[config.mk]
export PLATFORM = sky130hd
export DESIGN_NAME = stopwatch_ctrl_flat
export DESIGN_NICKNAME = d
export VERILOG_FILES = /design/src/rtl/stopwatch_ctrl_if.sv /design/src/rtl/stopwatch_ctrl.sv /design/src/flat_wrapper.sv
export SDC_FILE = /design/constraint.sdc
export NUM_CORES = 1
export LEC_CHECK = 0
export ABC_CLOCK_PERIOD_IN_PS = 4800
export CELL_PAD_IN_SITES_DETAIL_PLACEMENT = 0
export CELL_PAD_IN_SITES_GLOBAL_PLACEMENT = 2
export CORE_ASPECT_RATIO = 1.4
export CORE_MARGIN = 10
export CORE_UTILIZATION = 42
export CTS_BUF_LIST = sky130_fd_sc_hd__clkbuf_4 sky130_fd_sc_hd__clkbuf_8 sky130_fd_sc_hd__clkbuf_16
export DETAILED_ROUTE_END_ITERATION = 8
export GPL_TIMING_DRIVEN = 0
export PLACE_DENSITY_LB_ADDON = 0.1
export SLEW_MARGIN = 20
export SYNTH_ARGS = -nofsm -noshare
export SYNTH_HDL_FRONTEND = slang
export SYNTH_SLANG_ARGS = --single-unit
[constraint.sdc]
create_clock -name clk -period 4.8 [get_ports clk]
set_input_delay 0.48 -clock clk [delete_from_list [all_inputs] [get_ports clk]]
set_output_delay 0.48 -clock clk [all_outputs]
set_load 0.005 [all_outputs]
[src/rtl/stopwatch_ctrl_if.sv]
// Board/counter-side signal bundle for the stopwatch sequencer.
// All outputs are single-cycle strobes or levels with no backpressure:
// a strobe is consumed in the cycle it is high, and there is no ready.
interface stopwatch_ctrl_if;
    logic       btn_pause;
    logic       btn_clear;
    logic       sw_adj;
    logic       sw_sel;
    logic       count_en;
    logic       count_clr;
    logic       adj_en;
    logic       adj_sel;
    logic       blink;
    logic [1:0] state;

    // Sequencer side: reads raw board I/O, drives counter/display controls.
    modport master (
        input  btn_pause, btn_clear, sw_adj, sw_sel,
        output count_en, count_clr, adj_en, adj_sel, blink, state
    );

    // Board/counter side: drives raw I/O, consumes the controls.
    modport slave (
        output btn_pause, btn_clear, sw_adj, sw_sel,
        input  count_en, count_clr, adj_en, adj_sel, blink, state
    );
endinterface

[src/rtl/stopwatch_ctrl.sv]
// Run/pause/clear/adjust sequencer: synchronises and debounces board
// inputs, runs the IDLE/RUN/PAUSE/ADJUST FSM and generates the 1 Hz count
// enable, adjust increment pulses and display blink gate.
module stopwatch_ctrl #(
    parameter int CLK_HZ    = 100_000_000,
    parameter int TICK_HZ   = 1,
    parameter int ADJ_HZ    = 2,
    parameter int BLINK_HZ  = 2,
    parameter int DB_CYCLES = 1_000_000
) (
    input  logic             clk,
    input  logic             reset,
    stopwatch_ctrl_if.master sw_if
);
    typedef enum logic [1:0] {
        ST_IDLE   = 2'b00,
        ST_RUN    = 2'b01,
        ST_PAUSE  = 2'b10,
        ST_ADJUST = 2'b11
    } state_e;

    localparam int TICK_DIV  = CLK_HZ / TICK_HZ;
    localparam int ADJ_DIV   = CLK_HZ / ADJ_HZ;
    localparam int BLINK_DIV = CLK_HZ / (2 * BLINK_HZ);
    localparam int TICK_W    = (TICK_DIV  > 1) ? $clog2(TICK_DIV)  : 1;
    localparam int ADJ_W     = (ADJ_DIV   > 1) ? $clog2(ADJ_DIV)   : 1;
    localparam int BLINK_W   = (BLINK_DIV > 1) ? $clog2(BLINK_DIV) : 1;
    localparam int DB_W      = (DB_CYCLES > 1) ? $clog2(DB_CYCLES) : 1;

    localparam logic [TICK_W-1:0]  TICK_TERM  = TICK_W'(TICK_DIV - 1);
    localparam logic [ADJ_W-1:0]   ADJ_TERM   = ADJ_W'(ADJ_DIV - 1);
    localparam logic [BLINK_W-1:0] BLINK_TERM = BLINK_W'(BLINK_DIV - 1);
    localparam logic [DB_W-1:0]    DB_TERM    = DB_W'(DB_CYCLES - 1);

    // Bit order of the synchronised input vector: {sel, adj, clear, pause}.
    logic [3:0] raw_in;
    logic [3:0] sync1_q, sync2_q;

    logic [DB_W-1:0] db_cnt_q [2];
    logic [DB_W-1:0] db_cnt_d [2];
    logic [1:0]      db_lvl_q, db_lvl_d;
    logic [1:0]      ev_q, ev_d;

    state_e              state_q, state_d;
    logic [TICK_W-1:0]   tick_q, tick_d;
    logic [ADJ_W-1:0]    adj_div_q, adj_div_d;
    logic [BLINK_W-1:0]  blink_div_q, blink_div_d;
    logic                blink_q, blink_d;
    logic                count_clr_q;

    logic pause_ev, clear_ev, adj_lvl, sel_lvl;
    logic count_en, adj_en, stay_adjust;

    assign raw_in   = {sw_if.sw_sel, sw_if.sw_adj, sw_if.btn_clear, sw_if.btn_pause};
    assign pause_ev = ev_q[0];
    assign clear_ev = ev_q[1];
    assign adj_lvl  = sync2_q[2];
    assign sel_lvl  = sync2_q[3];

    // Debounce: accept a new button level after DB_CYCLES differing samples;
    // a press event fires once on the accepted 0->1 change.
    always_comb begin
        db_lvl_d = db_lvl_q;
        ev_d     = 2'b00;
        for (int b = 0; b < 2; b++) begin
            db_cnt_d[b] = '0;
            if (sync2_q[b] != db_lvl_q[b]) begin
                if (db_cnt_q[b] == DB_TERM) begin
                    db_lvl_d[b] = sync2_q[b];
                    ev_d[b]     = sync2_q[b];
                end else begin
                    db_cnt_d[b] = db_cnt_q[b] + DB_W'(1);
                end
            end
        end
    end

    // Next-state logic; clear overrides every other transition.
    always_comb begin
        state_d = state_q;
        case (state_q)
            ST_IDLE, ST_PAUSE: begin
                if (adj_lvl)       state_d = ST_ADJUST;
                else if (pause_ev) state_d = ST_RUN;
            end
            ST_RUN: begin
                if (pause_ev) state_d = ST_PAUSE;
            end
            ST_ADJUST: begin
                if (!adj_lvl) state_d = ST_PAUSE;
            end
            default: state_d = ST_IDLE;
        endcase
        if (clear_ev) state_d = ST_IDLE;
    end

    // Dividers and blink; adjust/blink dividers only advance while staying in ADJUST.
    always_comb begin
        count_en    = (state_q == ST_RUN) && (tick_q == TICK_TERM);
        adj_en      = (state_q == ST_ADJUST) && (adj_div_q == ADJ_TERM);
        stay_adjust = (state_q == ST_ADJUST) && (state_d == ST_ADJUST);

        tick_d = tick_q;
        if (clear_ev || (state_q == ST_ADJUST && state_d == ST_PAUSE)) begin
            tick_d = '0;
        end else if (state_q == ST_RUN) begin
            tick_d = count_en ? '0 : tick_q + TICK_W'(1);
        end

        adj_div_d   = '0;
        blink_div_d = '0;
        blink_d     = 1'b1;
        if (stay_adjust) begin
            adj_div_d = adj_en ? '0 : adj_div_q + ADJ_W'(1);
            if (blink_div_q == BLINK_TERM) begin
                blink_d = ~blink_q;
            end else begin
                blink_d     = blink_q;
                blink_div_d = blink_div_q + BLINK_W'(1);
            end
        end
    end

    // All state registers with synchronous reset.
    always_ff @(posedge clk) begin
        if (reset) begin
            sync1_q     <= '0;
            sync2_q     <= '0;
            db_cnt_q    <= '{default: '0};
            db_lvl_q    <= '0;
            ev_q        <= '0;
            state_q     <= ST_IDLE;
            tick_q      <= '0;
            adj_div_q   <= '0;
            blink_div_q <= '0;
            blink_q     <= 1'b1;
            count_clr_q <= 1'b0;
        end else begin
            sync1_q     <= raw_in;
            sync2_q     <= sync1_q;
            db_cnt_q    <= db_cnt_d;
            db_lvl_q    <= db_lvl_d;
            ev_q        <= ev_d;
            state_q     <= state_d;
            tick_q      <= tick_d;
            adj_div_q   <= adj_div_d;
            blink_div_q <= blink_div_d;
            blink_q     <= blink_d;
            count_clr_q <= clear_ev;
        end
    end

    assign sw_if.count_en  = count_en;
    assign sw_if.count_clr = count_clr_q;
    assign sw_if.adj_en    = adj_en;
    assign sw_if.adj_sel   = sel_lvl;
    assign sw_if.blink     = blink_q;
    assign sw_if.state     = state_q;
endmodule

[src/flat_wrapper.sv]
// flat-port wrapper written by rule: the top's interface ports become plain ports
module stopwatch_ctrl_flat 
#(
    parameter int CLK_HZ    = 100_000_000,
    parameter int TICK_HZ   = 1,
    parameter int ADJ_HZ    = 2,
    parameter int BLINK_HZ  = 2,
    parameter int DB_CYCLES = 1_000_000
)
  (clk, reset, sw_if_btn_pause, sw_if_btn_clear, sw_if_sw_adj, sw_if_sw_sel, sw_if_count_en, sw_if_count_clr, sw_if_adj_en, sw_if_adj_sel, sw_if_blink, sw_if_state);
  stopwatch_ctrl_if sw_if_i ();
  input  logic clk;
  input  logic reset;
  input wire logic [$bits(sw_if_i.btn_pause)-1:0] sw_if_btn_pause;
  input wire logic [$bits(sw_if_i.btn_clear)-1:0] sw_if_btn_clear;
  input wire logic [$bits(sw_if_i.sw_adj)-1:0] sw_if_sw_adj;
  input wire logic [$bits(sw_if_i.sw_sel)-1:0] sw_if_sw_sel;
  output wire logic [$bits(sw_if_i.count_en)-1:0] sw_if_count_en;
  output wire logic [$bits(sw_if_i.count_clr)-1:0] sw_if_count_clr;
  output wire logic [$bits(sw_if_i.adj_en)-1:0] sw_if_adj_en;
  output wire logic [$bits(sw_if_i.adj_sel)-1:0] sw_if_adj_sel;
  output wire logic [$bits(sw_if_i.blink)-1:0] sw_if_blink;
  output wire logic [$bits(sw_if_i.state)-1:0] sw_if_state;
  assign sw_if_i.btn_pause = sw_if_btn_pause;
  assign sw_if_i.btn_clear = sw_if_btn_clear;
  assign sw_if_i.sw_adj = sw_if_sw_adj;
  assign sw_if_i.sw_sel = sw_if_sw_sel;
  assign sw_if_count_en = sw_if_i.count_en;
  assign sw_if_count_clr = sw_if_i.count_clr;
  assign sw_if_adj_en = sw_if_i.adj_en;
  assign sw_if_adj_sel = sw_if_i.adj_sel;
  assign sw_if_blink = sw_if_i.blink;
  assign sw_if_state = sw_if_i.state;
  stopwatch_ctrl #(.CLK_HZ(CLK_HZ), .TICK_HZ(TICK_HZ), .ADJ_HZ(ADJ_HZ), .BLINK_HZ(BLINK_HZ), .DB_CYCLES(DB_CYCLES)) u_core (.clk(clk), .reset(reset), .sw_if(sw_if_i));
endmodule
; Word level (Yosys, flattened, before mapping)
; Cells that the tools add are included.
[totals]
output_inout_bits = 7
ff_bits = 134
wordCells = 61
inputBits = 6
[classes]
eq_ne = 12
n_reduce_logical = 17
n_addsub = 5
bitwise_logic = 6
muxes = 7
[ops]
columns = cell, count
row1 = $add 20x1->20 const B, 2
row2 = $eq 20x20->1 const B, 2
row3 = $add 27x1->27 const B, 1
row4 = $eq 27x27->1 const B, 1
row5 = $mux 27, 1
row6 = $add 26x1->26 const B, 1
row7 = $eq 26x26->1 const B, 1
row8 = $add 25x1->25 const B, 1
row9 = $eq 25x25->1 const B, 1
row10 = $reduce_or 3->1, 6
row11 = $mux 2, 5
row12 = $eq 2x2->1 const B, 4
row13 = $not 1->1, 6
row14 = $pmux 2 s3, 1
row15 = $reduce_or 2->1, 3
row16 = $logic_and 1x1->1, 4
row17 = $reduce_and 2->1, 2
row18 = $eq 2x1->1 const B, 1
row19 = $logic_not 2->1, 1
row20 = $ne 1x1->1, 2
row21 = $logic_or 1x1->1, 1

; Logic depth before layout (Yosys ltp)
[depth]
ltp_word = 8
mapped_depth = 8
mapped_depth_nobuf = 6

; Worst setup path after synthesis
; No wires, ideal clock.
[synth_path]
kind = register to register
from = register u_core.blink_div_q[0]
to = register u_core.blink_div_q[12]
period_less_slack_ns = 1.807
arrival_ns = 1.690
stages_incl_launch_ff = 9
n_path_buf = 2
slack_ns = 2.993
setup_ns = 0.117
t_required_ns = 4.683
cell_sequence = dfxtp_1 ha_1 and4_1 nand2_1 nor3_1 or2_2 clkbuf_1 buf_2 nor2_1
[synth_via]
elab_chain_cells = 2
word_cells_on_any_way = 3
classes_between = 1 x add/sub / 1 x eq/ne / 1 x reduce/logical
[synth_lines]
columns = element, line
row1 = "start, declared", stopwatch_ctrl.sv:47  ; logic [BLINK_W-1:0] blink_div_q, blink_div_d;
row2 = "start signal, assigned", stopwatch_ctrl.sv:147  ; blink_div_q <= blink_div_d;
row3 = "parallel branches: the longest is 2 deep, another holds $add 25x1->25", -
; Several ways; the timed one is not identified.
; A chain may end at the register's enable or synchronous reset.

; Worst setup path in the final report
[layout_path]
from = register u_core.tick_q[19]
to = output port sw_if_count_en
[layout_via]
elab_chain_cells = 2
[layout_lines]
columns = element, line
row1 = "start, declared", stopwatch_ctrl.sv:45  ; logic [TICK_W-1:0] tick_q, tick_d;
row2 = "start signal, assigned", stopwatch_ctrl.sv:145  ; tick_q <= tick_d;
row3 = $eq 27x27->1, stopwatch_ctrl.sv:99  ; count_en = (state_q == ST_RUN) && (tick_q == TICK_TERM);
row4 = $logic_and 1x1->1, stopwatch_ctrl.sv:99
row5 = "end, declared", flat_wrapper.sv:18  ; output wire logic [$bits(sw_if_i.count_en)-1:0] sw_if_count_en;
; No other way between the ends.

==> metrics.md <==
| Metric | Value |
|---|---|
| EDFF count, synth | `0` |
| Effective utilization at floorplan | `0.424` |
| DP Wirelength | `8.19 mm` |
| H-tree lvl count | `4` |
| Site Rows | `51` |
| Number of synthesis warnings | `0` |
| Worst Path Arrival | `2.35 ns` |
| Final worst-path setup slack | `1.97 ns` |
| IO buf count | `12` |
| CTS buffer count | `17` |
| Register Area | `2680 um^2` |
| DRT Wirelength | `11.3 mm` |
| Place WS | `1.85 ns` |
| Switching power | `0.458 mW` |
| Via density | `5.00` |
| Buf+Inv Stages, Crit Path | `1` |
| Worst-path fanout max | `5` |
| Placed Area | `6230 um^2` |
| Sequential share of the synthesized area | `0.457` |
| Max-cap violations | `0` |
| Ys async rst share | `0` |
| Top cells by count, synth | `nor2_1, dfxtp_1, xor2_1, nand3_1, nand2_1` |
| Initial antenna violation count | `0` |
| Top Family by Delay on Critical Path | `simple AND/OR/NAND/NOR gates` |
| Status | `completed` |
| Final #Nets | `700` |
| Placed cells | `855` |
| Critical path depth | `5` |
| CP Cell Sequence | `nor4bb_1 > nand3_1 > or3_1 > nor2_1 > clkdlybuf4s50_1` |
| Die area | `19200 um^2` |
| Synth top area cells | `dfxtp_1, xor2_1, nor2_1` |
| Synth unique cells | `48` |
| Total GRT Usage | `0.126` |
| Cts repair resizes | `0` |
| VDD IR max | `0.250 mV` |
| Fin crit share | `0.590` |
| Via count | `4417` |
| Vias in the first global route | `4336` |
| Clk Latency, worst-skew pair | `0.41 ns` |
| Synth area leader | `dfxtp_1` |
| Crit-path slowest cell | `clkdlybuf4s50_1` |
| Clk network pwr share | `0.511` |
| First-pass GRT wire length | `20.1 mm` |
| CTS clock-pin slew for the worst setup and hold paths | `0.05 ns` |
| Crit path largest cell delay | `0.51 ns` |
| Multi-input logic area | `3060 um^2` |
| Net Count, Synth | `669` |
| Post-route cell area | `6780 um^2` |
| Crit Path Category | `reg -> out` |
| Flops & latches, synth | `134` |
| # clock sinks | `134` |
| Final hold slack | `0.439 ns` |
| Switch share | `0.194` |
| Startpoint Class | `flip-flop` |
| Finished Layout Cells | `883` |
| Combinational share of power | `0.013` |
| Syn Area/Cell | `8.93 um^2` |
| Die H | `160 um` |
| Required time worst endpoint | `4.32 ns` |
| Grt ovf | `0` |
| P_leak | `2.29 nW` |
| Most common cell in the netlist | `nor2_1` |
| R2R depth | `6` |
| Pint | `1.90 mW` |
| Synth top area share | `0.457` |
| Post-synth top flop | `dfxtp_1` |
| Actual slew at the worst max-slew pin | `0.970 ns` |
| Mapped Area | `5870 um^2` |
| Max Fclk | `353 MHz` |
| Drt wl/cell | `12.8 um` |
| Hold Path Class | `reg -> reg` |
| Relative slew margins | `0.347` |
| Max clock buf depth | `2` |
| Seq pwr share | `0.475` |
| Tmin final | `2.83 ns` |
| DIE WIDTH | `120 um` |
| Fin Clk Skew | `0.0103 ns` |
| Slew Limit Fails | `0` |
| Drt drc | `0` |
| I/O Pins | `13` |
| Pre-antenna DRT Iters | `6` |
| Pin count of the biggest net entering global routing | `17` |
| CP Capture Type | `primary output` |
| Layout cells sized above 1 | `0.0817` |
| Setup TNS | `0 ns` |
| P per Cell Area | `349 nW/um^2` |
| Hold path cells | `1` |
| Core Region | `13800 um^2` |
| Final Hold Vio Count | `0` |
| # fillers | `1376` |
| RSZ-0062 raised after global routing | `no` |
| Clock root buffer | `clkbuf_16` |
| Post-CTS Setup Inserts | `0` |
| Starting DRT DRC Count | `138` |
| Final setup violation count | `0` |
| TritonCTS clock tree | `built` |
| Hold_buf cts | `0` |
| Post-Syn Instances | `658` |
| DRT antenna net count | `0` |
| Area grow syn2layout | `15.4%` |
| Antenna cells | `0` |
| GPL Wtd Cong | `0.760` |
[path summary, 6_finish.rpt]
check,slack (ns),startpoint,to
setup / recovery,1.97,u_core.tick_q[19],sw_if_count_en
hold / removal,0.44,u_core.sync1_q[1],u_core.sync2_q[1]
setup reg to reg,2.53,u_core.adj_div_q[0],u_core.adj_div_q[22]
hold reg to reg,0.44,u_core.sync1_q[1],u_core.sync2_q[1]
[cell usage in the layout, fill, tap and decap left out, drive strengths merged, types with 2 or more instances in the layout]
cell type | netlist | routed
clkinv | 0 | 2
o21ai | 3 | 3
xor2 | 68 | 68
xnor2 | 37 | 37
a21oi | 6 | 6
or2 | 4 | 4
and3 | 14 | 14
inv | 11 | 11
dfxtp | 134 | 134
nand4 | 31 | 31
nor2b | 11 | 11
nand2 | 50 | 50
and4 | 13 | 13
o31ai | 2 | 2
clkdlybuf4s50 | 0 | 12
or3 | 5 | 5
clkbuf | 4 | 28
or4 | 3 | 3
nor4 | 13 | 13
buf | 10 | 10
nor3 | 13 | 13
nor4bb | 2 | 2
and2 | 4 | 4
nor4b | 7 | 7
ha | 5 | 5
nand3 | 54 | 54
nand3b | 2 | 2
and4b | 2 | 2
mux2i | 5 | 5
nor2 | 136 | 136
[power by group through the flow]
stage	clock, mW	combinational (mW)	sequential, mW
floorplan	0	0.0197	1.14
global placement	0	0.0318	1.15
detailed placement	0	0.0325	1.15
CTS	1.25	0.0326	1.12
global route	1.30	0.0353	1.12
finish	1.21	0.0318	1.12
[area by class of cell]
| class | instances | area share |
|---|---|---|
| Sequential cell | 134 | 0.396 |
| Multi-Input combinational cell | 499 | 0.452 |
| Inverter | 11 | 0.00609 |
| Clock buffer | 24 | 0.0742 |
| Buffer | 14 | 0.0133 |
| Clock inverter | 4 | 0.00702 |
| Tap cell | 185 | 0.0342 |
| Timing Repair Buffer | 12 | 0.0177 |
[flip-flops by register name, indices dropped and copies added (netlist names)]
name	count
u_core.sw_if.count_clr	1
u_core.sw_if.blink	1
u_core.db_lvl_q	2
u_core.sync1_q	4
u_core.adj_div_q	26
u_core.sw_if.state	2
u_core.tick_q	27
u_core.sync2_q	4
u_core.blink_div_q	25
u_core.ev_q	2
u_core.db_cnt_q	40
[routing by layer]
layer | routed length, um | global-route usage | share of wire | vias up
li1 | - | - | - | 2305
met5 | 0 | 0 | 0 | -
met4 | 153 | 0.0561 | 0.014 | 0
met2 | 5800 | 0.217 | 0.51 | 41
met3 | 307 | 0.0381 | 0.027 | 12
met1 | 5050 | 0.139 | 0.45 | 2059
[stage by stage]
stage	power [mW]	util
detailed placement	1.18	0.450
CTS	2.41	0.489
global placement	1.18	0.450
finish	2.36	0.489
floorplan	1.16	-
global route	2.46	0.489
[cell families after synthesis]
group | share of synthesized area
muxes | 0.00852
adders and majority gates | 0.0106
buffers and inverters | 0.0224
xor gates and xnor gates | 0.157
and+or+nand+nor | 0.329
AOI/OAI and AO/OA | 0.0158
DFF | 0.457
(Power assumes the default switching activity.)
